==> src/rtl/vga_pkg.sv <==
// vga_pkg: default 640x480@60 timing constants and the sync bundle carried through the delay line.
package vga_pkg;
    localparam int DEF_H_ACTIVE   = 640;
    localparam int DEF_H_FP       = 16;
    localparam int DEF_H_SYNC     = 96;
    localparam int DEF_H_BP       = 48;
    localparam int DEF_V_ACTIVE   = 480;
    localparam int DEF_V_FP       = 10;
    localparam int DEF_V_SYNC     = 2;
    localparam int DEF_V_BP       = 33;
    localparam int H_TOTAL        = DEF_H_ACTIVE + DEF_H_FP + DEF_H_SYNC + DEF_H_BP;
    localparam int V_TOTAL        = DEF_V_ACTIVE + DEF_V_FP + DEF_V_SYNC + DEF_V_BP;
    localparam int MAX_PIPE_DELAY = 4;

    // Logical (active-high) levels; polarity is applied only at the pins.
    typedef struct packed {
        logic hs;
        logic vs;
        logic de;
    } sync_t;
endpackage

==> src/rtl/vga_timing_sync_delay.sv <==
// sync_delay: DEPTH-stage shift register of sync_t that resets to all-inactive.
module sync_delay
    import vga_pkg::*;
#(
    parameter int DEPTH = 1
) (
    input  logic  clk,
    input  logic  rst,
    input  sync_t i_sync,
    output sync_t o_sync
);
    sync_t r_pipe [DEPTH];

    always_ff @(posedge clk or negedge rst) begin
        if (!rst) begin
            for (int k = 0; k < DEPTH; k++) r_pipe[k] <= '0;
        end else begin
            r_pipe[0] <= i_sync;
            for (int k = 1; k < DEPTH; k++) r_pipe[k] <= r_pipe[k-1];
        end
    end

    assign o_sync = r_pipe[DEPTH-1];
endmodule

==> src/rtl/vga_timing.sv <==
// vga_timing: raster counters with registered enable/line/frame strobes and
// PIPE_DELAY-aligned sync/DE outputs; i_run low parks the raster at 0/0.
module vga_timing
    import vga_pkg::*;
#(
    parameter int H_ACTIVE   = DEF_H_ACTIVE,
    parameter int H_FP       = DEF_H_FP,
    parameter int H_SYNC     = DEF_H_SYNC,
    parameter int H_BP       = DEF_H_BP,
    parameter int V_ACTIVE   = DEF_V_ACTIVE,
    parameter int V_FP       = DEF_V_FP,
    parameter int V_SYNC     = DEF_V_SYNC,
    parameter int V_BP       = DEF_V_BP,
    parameter bit SYNC_NEG   = 1'b1,
    parameter int PIPE_DELAY = 1
) (
    input  logic        clk,
    input  logic        rst,
    input  logic        i_run,
    output logic        o_newframe,
    output logic        o_newline,
    output logic        o_enable,
    output logic        o_hsync,
    output logic        o_vsync,
    output logic        o_de,
    output logic [15:0] o_frame_cnt
);
    localparam int H_TOT = H_ACTIVE + H_FP + H_SYNC + H_BP;
    localparam int V_TOT = V_ACTIVE + V_FP + V_SYNC + V_BP;
    localparam int HW    = $clog2(H_TOT + 1);
    localparam int VW    = $clog2(V_TOT + 1);

    localparam logic [HW-1:0] H_LAST = HW'(H_TOT - 1);
    localparam logic [HW-1:0] H_ACT  = HW'(H_ACTIVE);
    localparam logic [HW-1:0] HS_BEG = HW'(H_ACTIVE + H_FP);
    localparam logic [HW-1:0] HS_END = HW'(H_ACTIVE + H_FP + H_SYNC);
    localparam logic [VW-1:0] V_LAST = VW'(V_TOT - 1);
    localparam logic [VW-1:0] V_ACT  = VW'(V_ACTIVE);
    localparam logic [VW-1:0] VS_BEG = VW'(V_ACTIVE + V_FP);
    localparam logic [VW-1:0] VS_END = VW'(V_ACTIVE + V_FP + V_SYNC);

    if (H_TOT <= H_ACTIVE || V_TOT <= V_ACTIVE) begin : g_bad_total
        $error("vga_timing: totals must exceed active size");
    end
    if (PIPE_DELAY < 0 || PIPE_DELAY > MAX_PIPE_DELAY) begin : g_bad_delay
        $error("vga_timing: PIPE_DELAY out of range 0..4");
    end

    logic [HW-1:0] r_hcnt;
    logic [VW-1:0] r_vcnt;
    logic          r_active;
    sync_t         r_sync;
    logic [HW-1:0] w_h_nxt;
    logic [VW-1:0] w_v_nxt;
    logic          w_restart;
    logic          w_h_wrap;
    logic          w_nl_nxt;
    logic          w_nf_nxt;
    sync_t         w_sync_nxt;
    sync_t         w_dly;

    // The first running edge after idle/reset lands on 0/0 instead of advancing.
    always_comb begin
        w_restart     = !i_run || !r_active;
        w_h_wrap      = r_hcnt == H_LAST;
        w_h_nxt       = (w_restart || w_h_wrap) ? '0 : r_hcnt + 1'b1;
        w_v_nxt       = w_restart ? '0 : !w_h_wrap ? r_vcnt : (r_vcnt == V_LAST) ? '0 : r_vcnt + 1'b1;
        w_nl_nxt      = i_run && w_h_nxt == H_LAST;
        w_nf_nxt      = w_nl_nxt && w_v_nxt == V_LAST;
        w_sync_nxt.hs = i_run && w_h_nxt >= HS_BEG && w_h_nxt < HS_END;
        w_sync_nxt.vs = i_run && w_v_nxt >= VS_BEG && w_v_nxt < VS_END;
        w_sync_nxt.de = i_run && w_h_nxt < H_ACT && w_v_nxt < V_ACT;
    end

    always_ff @(posedge clk or negedge rst) begin
        if (!rst) begin
            r_hcnt      <= '0;
            r_vcnt      <= '0;
            r_active    <= 1'b0;
            r_sync      <= '0;
            o_newline   <= 1'b0;
            o_newframe  <= 1'b0;
            o_frame_cnt <= '0;
        end else begin
            r_hcnt      <= w_h_nxt;
            r_vcnt      <= w_v_nxt;
            r_active    <= i_run;
            r_sync      <= w_sync_nxt;
            o_newline   <= w_nl_nxt;
            o_newframe  <= w_nf_nxt;
            o_frame_cnt <= o_newframe ? o_frame_cnt + 16'd1 : o_frame_cnt;
        end
    end

    if (PIPE_DELAY == 0) begin : g_bypass
        assign w_dly = r_sync;
    end else begin : g_delay
        sync_delay #(.DEPTH(PIPE_DELAY)) u_sync_delay (
            .clk    (clk),
            .rst    (rst),
            .i_sync (r_sync),
            .o_sync (w_dly)
        );
    end

    assign o_enable = r_sync.de;
    assign o_hsync  = w_dly.hs ^ SYNC_NEG;
    assign o_vsync  = w_dly.vs ^ SYNC_NEG;
    assign o_de     = w_dly.de;
endmodule

==> config.mk <==
export PLATFORM = sky130hd
export DESIGN_NAME = vga_timing
export DESIGN_NICKNAME = d
export VERILOG_FILES = /design/src/rtl/vga_pkg.sv /design/src/rtl/vga_timing_sync_delay.sv /design/src/rtl/vga_timing.sv
export SDC_FILE = /design/constraint.sdc
export NUM_CORES = 1
export LEC_CHECK = 0
export CAP_MARGIN = 10
export CORE_MARGIN = 5
export CORE_UTILIZATION = 35
export CTS_BUF_LIST = sky130_fd_sc_hd__clkbuf_4 sky130_fd_sc_hd__clkbuf_8
export CTS_CLUSTER_SIZE = 10
export DETAILED_ROUTE_END_ITERATION = 10
export GPL_TIMING_DRIVEN = 0
export PLACE_DENSITY = 0.52
export RECOVER_POWER = 50
export SYNTH_ARGS = -nofsm -noshare
export SYNTH_HDL_FRONTEND = slang
export SYNTH_SLANG_ARGS = --single-unit
export TNS_END_PERCENT = 100
==> constraint.sdc <==
create_clock -name clk -period 3.7 [get_ports clk]
set_input_delay 0.74 -clock clk [delete_from_list [all_inputs] [get_ports clk]]
set_output_delay 0.74 -clock clk [all_outputs]
set_load 0.1 [all_outputs]
---- Word level (Yosys, flattened, before mapping) ----
Index checks and enable logic that the tools add are counted.
word-level totals
  input bits .............................. 3
  logic and storage cells ................. 43
  bits in writable memories ............... 0
  bits in latches ......................... 0
  bits in registers ....................... 45
  memories ................................ 0
  bits in read-only memories .............. 0
  output and inout bits ................... 22
operators by class
  reductions and logical operators ........ 12
  bitwise gates (word level) .............. 2
  multipliers ............................. 0
  shift-type cells ........................ 0
  muxes and demuxes ....................... 4
  $lt $le $gt $ge ......................... 6
  equality and inequality tests ........... 4
  div/mod/pow operators ................... 0
  add/subtract/negate cells ............... 3
operator list
  cell                                                                                   count
  10-bit equality test (second input constant)                                           4
  10-bit two-way mux                                                                     4
  10-bit by 1-bit adder with 10-bit output (second input constant)                       2
  10-bit < comparator (second input constant)                                            2
  10-bit by 9-bit < comparator with 1-bit output (second input constant)                 2
  16-bit by 1-bit adder with 16-bit output (second input constant)                       1
  10-bit greater-or-equal comparator (second input constant)                             1
  10-bit by 9-bit greater-or-equal comparator with 1-bit output (second input constant)  1
  1-bit logical AND                                                                      8
  1-bit zero test                                                                        2
  1-bit logical OR                                                                       2
  1-bit inverter                                                                         2

---- Longest topological paths before layout ----
  word-level depth ........................ 7
  gate-level depth with buffers ........... 8
  mapped depth without buffers ............ 8

---- Hierarchy ----
Synthesis repeated with hierarchy kept, for this count alone.
unflattened totals
  cells, all modules ...................... 216
  area, all modules ....................... 2209.6 um2
modules (own cells, without submodules)
  module      cells each  area an instance (um2)  instances  sequential area each (um2)
  vga_timing  213         2134.5                  1          1051.0
  sync_delay  3           75.1                    1          75.1

---- Worst setup path before layout ----
Ideal clock, no wire load.
  path type ............................... register to register
  start point ............................. register r_hcnt[6]
  end point ............................... register r_sync[1] (netlist name)
  clock period less this slack ............ 2544 ps
  setup time .............................. 67 ps
  slack ................................... 1156 ps
  data arrival time ....................... 2477 ps
  required time ........................... 3633 ps
  path buffers ............................ 2
  cell stages (with the launch flop) ...... 9
  path through ............................ dfrtp_1 > buf_6 > or3b_1 > or3_1 > buf_6 > or3_4 > xnor2_2 > nor4b_1 > and4_2
RTL lines
  element                   line              source
  start: declaration        vga_timing.sv:49  logic [HW-1:0] r_hcnt;
  start signal: assignment  vga_timing.sv:85  r_hcnt <= w_h_nxt;
  end signal: assignment    vga_timing.sv:88  r_sync <= w_sync_nxt;
  end: declaration          vga_timing.sv:52  sync_t r_sync;

---- Final worst setup path ----
  start point ............................. input port i_run
  end point ............................... register o_newframe
between the ends
  longest elaborated chain between the ends .. 7
  elaborated cells between the ends (all ways) .. 9
  those cells by class .................... eq/ne (2); mux (2); reduce/logical (5)
ends and longest elaborated chain
  element                 line              source
  start: declaration      vga_timing.sv:19  input logic i_run,
  1-bit zero test         vga_timing.sv:64  w_restart = !i_run || !r_active;
  1-bit logical OR        vga_timing.sv:64
  1-bit logical OR        vga_timing.sv:66  w_h_nxt = (w_restart || w_h_wrap) ? '0 : r_hcnt + 1'b1;
  10-bit two-way mux      vga_timing.sv:66
  net w_h_nxt[2]          vga_timing.sv:53  logic [HW-1:0] w_h_nxt;
  10-bit equality test    vga_timing.sv:68  w_nl_nxt = i_run && w_h_nxt == H_LAST;
  1-bit logical AND       vga_timing.sv:68
  net w_nl_nxt            vga_timing.sv:57  logic w_nl_nxt;
  1-bit logical AND       vga_timing.sv:69  w_nf_nxt = w_nl_nxt && w_v_nxt == V_LAST;
  net w_nf_nxt            vga_timing.sv:58  logic w_nf_nxt;
  end signal: assignment  vga_timing.sv:90  o_newframe <= w_nf_nxt;
  end: declaration        vga_timing.sv:20  output logic o_newframe,
The timed path passes the listed nets, and every way through them passes these cells.
A chain may end at the register's enable or synchronous reset.

==> impl_results.md <==
* Run status: finished with violations
* Failing checks: capacitance limit, slew limit
* End-of-flow core utilization at 0.4238
* Count of pins over their slew limit at 35
* Effective utilization at floorplan at 0.3560
* Final cell count without fillers at 320
* Measured slew at the worst slew-check pin at 1.868 ns
* Setup repair after global routing missed its margin: no
* Floorplan die area at 8083 sq um
* Half-perimeter wire length after placement at 3276 microns
* Synthesized netlist net count at 217
* Share of Yosys cell area claimed by the top area cell type at 0.5039
* CP startpoint kind: input port
* Leftover overflow at the end of global routing at 0
* Post-synth design cell area at 2235 sq um
* Layout Area Growth over Synthesis at 19.04%
* Clock tree from TritonCTS: built
* Count of vias placed by the detailed router at 1,555
* Antenna Nets Post-Route at 0
* Number of detailed-routing iterations run before antenna repair at 4
* Total setup buffers inserted after CTS at 0
* Number of H-tree levels at 2
* Average cell area after synthesis at 10.64 sq um
* Post-synth top cells: 45 x dfrtp_1, 22 x nor2_1, 21 x nand2_1, 18 x xnor2_1, 13 x xor2_1
* Setup crit end kind: register
* Leading post-synthesis cells by cell area: dfrtp_1 50%, xnor2_1 7.1%, xor2_1 5.1%, nor2_1 3.7%, nand2_1 3.5%
* Buffers added on ports at 24
* Overall track demand over capacity in global routing at 0.1190
* Root buffer cell: clkbuf_8
* Kind of critical path: input port to register
* Number of global-route vias before repair at 1,602
* Static leakage at 0.001115 uW
* Total chip power at 841.8 uW
* Placed instance count at 312
* Relative slew slack at -0.2455
* Number of DRC violations after detailed routing at 0
* Proportion of synthesized flip-flops having asynchronous set or reset at 1.000
* Register clock-pin slew on the reported worst setup and hold paths at 0.09 ns
* Post-synth cell types at 48
* Die X at 89.91 microns
* Number of resized instances in the post-cts repair step at 0
* Fmax at 0.3367 GHz
* Number of max-cap violations at 1
* Synth area leader: dfrtp_1
* Ratio of cells with drive above 1 in the final layout at 0.09465
* Total I/O pin count at 25
* Ratio of routed vias to standard cells at 4.859
* Total of flip-flops plus latches after synthesis at 45
* Gate Count Post-Synth at 210
* Clock Skew at 0.007099 ns
* Iteration-0 DRC Markers at 70
* Wire length of the first global-routing pass at 7893 microns
* Origin of the worst min-delay path: r_sync[1]
* Most numerous cell in the Yosys netlist: dfrtp_1
* Number of hold-slack violations in the final timing report at 0
* Total setup violations reported at the end of the flow at 0
* Height of the chip at 89.91 microns
* Arrival time at the worst endpoint at 3.20 ns
* Sum of negative setup slack at 0 ns
* Hold slack at 0.3541 ns
* Synth Warn # at 0
* Placement Rows at 29
* Fraction of the yosys area taken by sequential cells at 0.5039
* Final Wtd Congestion at 0.8395
* Launch point of the worst path: i_run
* Count of hold-fix buffers inserted at cts at 0
* VDD IR-drop max at 0.1755 mV
* Kind of path behind the tightest hold check: register to register
* Detail-routed net length per standard cell at 13.94 microns
* Final Critical Period at 2.970 ns
* PwrDens at 316.5 nW/um^2
* Number of antenna violations at the first check in global routing at 0
* Maximum number of pins on one net before global-route repair at 35
* Data required, critical path at 3.93 ns
* Total number of nets in the final design at 249
* Cts bufs inserted at 5
* Synth Flop Type: dfrtp_1
* Critical path peak fanout at 8
* Core box area at 6277 sq um
* Diodes inserted at 0
* Start of the worst register-to-register path: r_hcnt[0]
* Clock sink count at 45
* Skew-Pair Late Insertion Delay at 0.29 ns
* Tcrit/Tclk final at 0.8028
* Clock tree buffer depth at 2
* EDFF count, synth at 0
* Final WL at 4461 microns
[final timing paths]
path / endpoint / slack [ns] / cells after the start
min: g_delay.u_sync_delay.o_sync[1] / 0.35 / 0
min reg2reg: g_delay.u_sync_delay.o_sync[1] / 0.35 / 0
max in group asynchronous: g_delay.u_sync_delay.o_sync[2] / 1.13 / 2
max: o_newframe / 0.73 / 7
max reg2reg: r_sync[1] / 0.96 / 8
min in group asynchronous: o_frame_cnt[0] / 0.42 / 1
[layout make-up]
| type | instances | area (sq um) |
|---|---|---|
| Clock inverter | 2 | 15.01 |
| Timing Repair Buffer | 25 | 237.7 |
| Tap cell | 77 | 96.34 |
| Inverter | 8 | 30.03 |
| Sequential cell | 45 | 1126 |
| Multi-Input combinational cell | 151 | 1036 |
| Buffer | 6 | 42.54 |
| Clock buffer | 6 | 76.32 |
| Fill cell | 613 | 3617 |
[critical path, stage by stage]
cell and delay (ns):
dlygate4sd3_1 0.61, nand2_1 0.21, nor2_1 0.18, or4b_2 0.63, a2111oi_2 0.44, nand4b_1 0.14, and3b_1 0.25
[power by group]
part / internal (uW) / switching [uW] / total, uW
logic: 5.31 / 24.4 / 29.7
registers: 494 / 1.66 / 496
clock network: 141 / 176 / 316
[stage by stage]
stage	cell area (sq um)	worst slack, ns
6_report	2660	0.7296
5_1_grt	2660	0.5415
4_1_cts	2678	0.7859
3_5_place_dp	2586	0.4853
3_3_place_gp	2571	0.5074
2_1_floorplan	2235	1.156
[metal layers]
layer  global-route usage  vias to the layer above  wire (microns)  share of wire
met2               0.1768                       32            1985           0.44
met4              0.03474                        0              25         0.0056
met3              0.04090                        2             236          0.053
met1               0.1643                      734            2213           0.50
met5                    0                        -               0              0
li1                     -                      787               -              -
[cell families after synthesis]
| family | share of synthesized area |
|---|---|
| flip-flops | 0.5039 |
| buffers and inverters | 0.03247 |
| multiplexers | 0.01848 |
| AND/OR/NAND/NOR | 0.2492 |
| AO/OA/AOI/OAI | 0.04479 |
| XOR/XNOR | 0.1288 |
| adder cells (fa/ha/maj) | 0.02240 |
[registers in the layout (all words and copies together) (netlist names)]
signal,cells
o_frame_cnt,16
r_hcnt,10
r_vcnt,10
g_delay.u_sync_delay.o_sync,3
r_sync,2
o_enable,1
o_newframe,1
o_newline,1
r_active,1
[layout by cell type (no fill, tap or decap), types with 4 or more instances in the layout]
cell             netlist  final
clkdlybuf4s50_1        0     22
ha_1                   4      4
nand3_1                6      6
clkbuf_8               0      5
and3_1                 8      8
inv_1                  8      8
nand4_1                8      8
xnor2_1               18     18
nand2_1               21     21
clkbuf_1               2      4
nor2_1                22     22
xor2_1                13     13
dfrtp_1               45     45
Power figures use the tool's default switching activity.
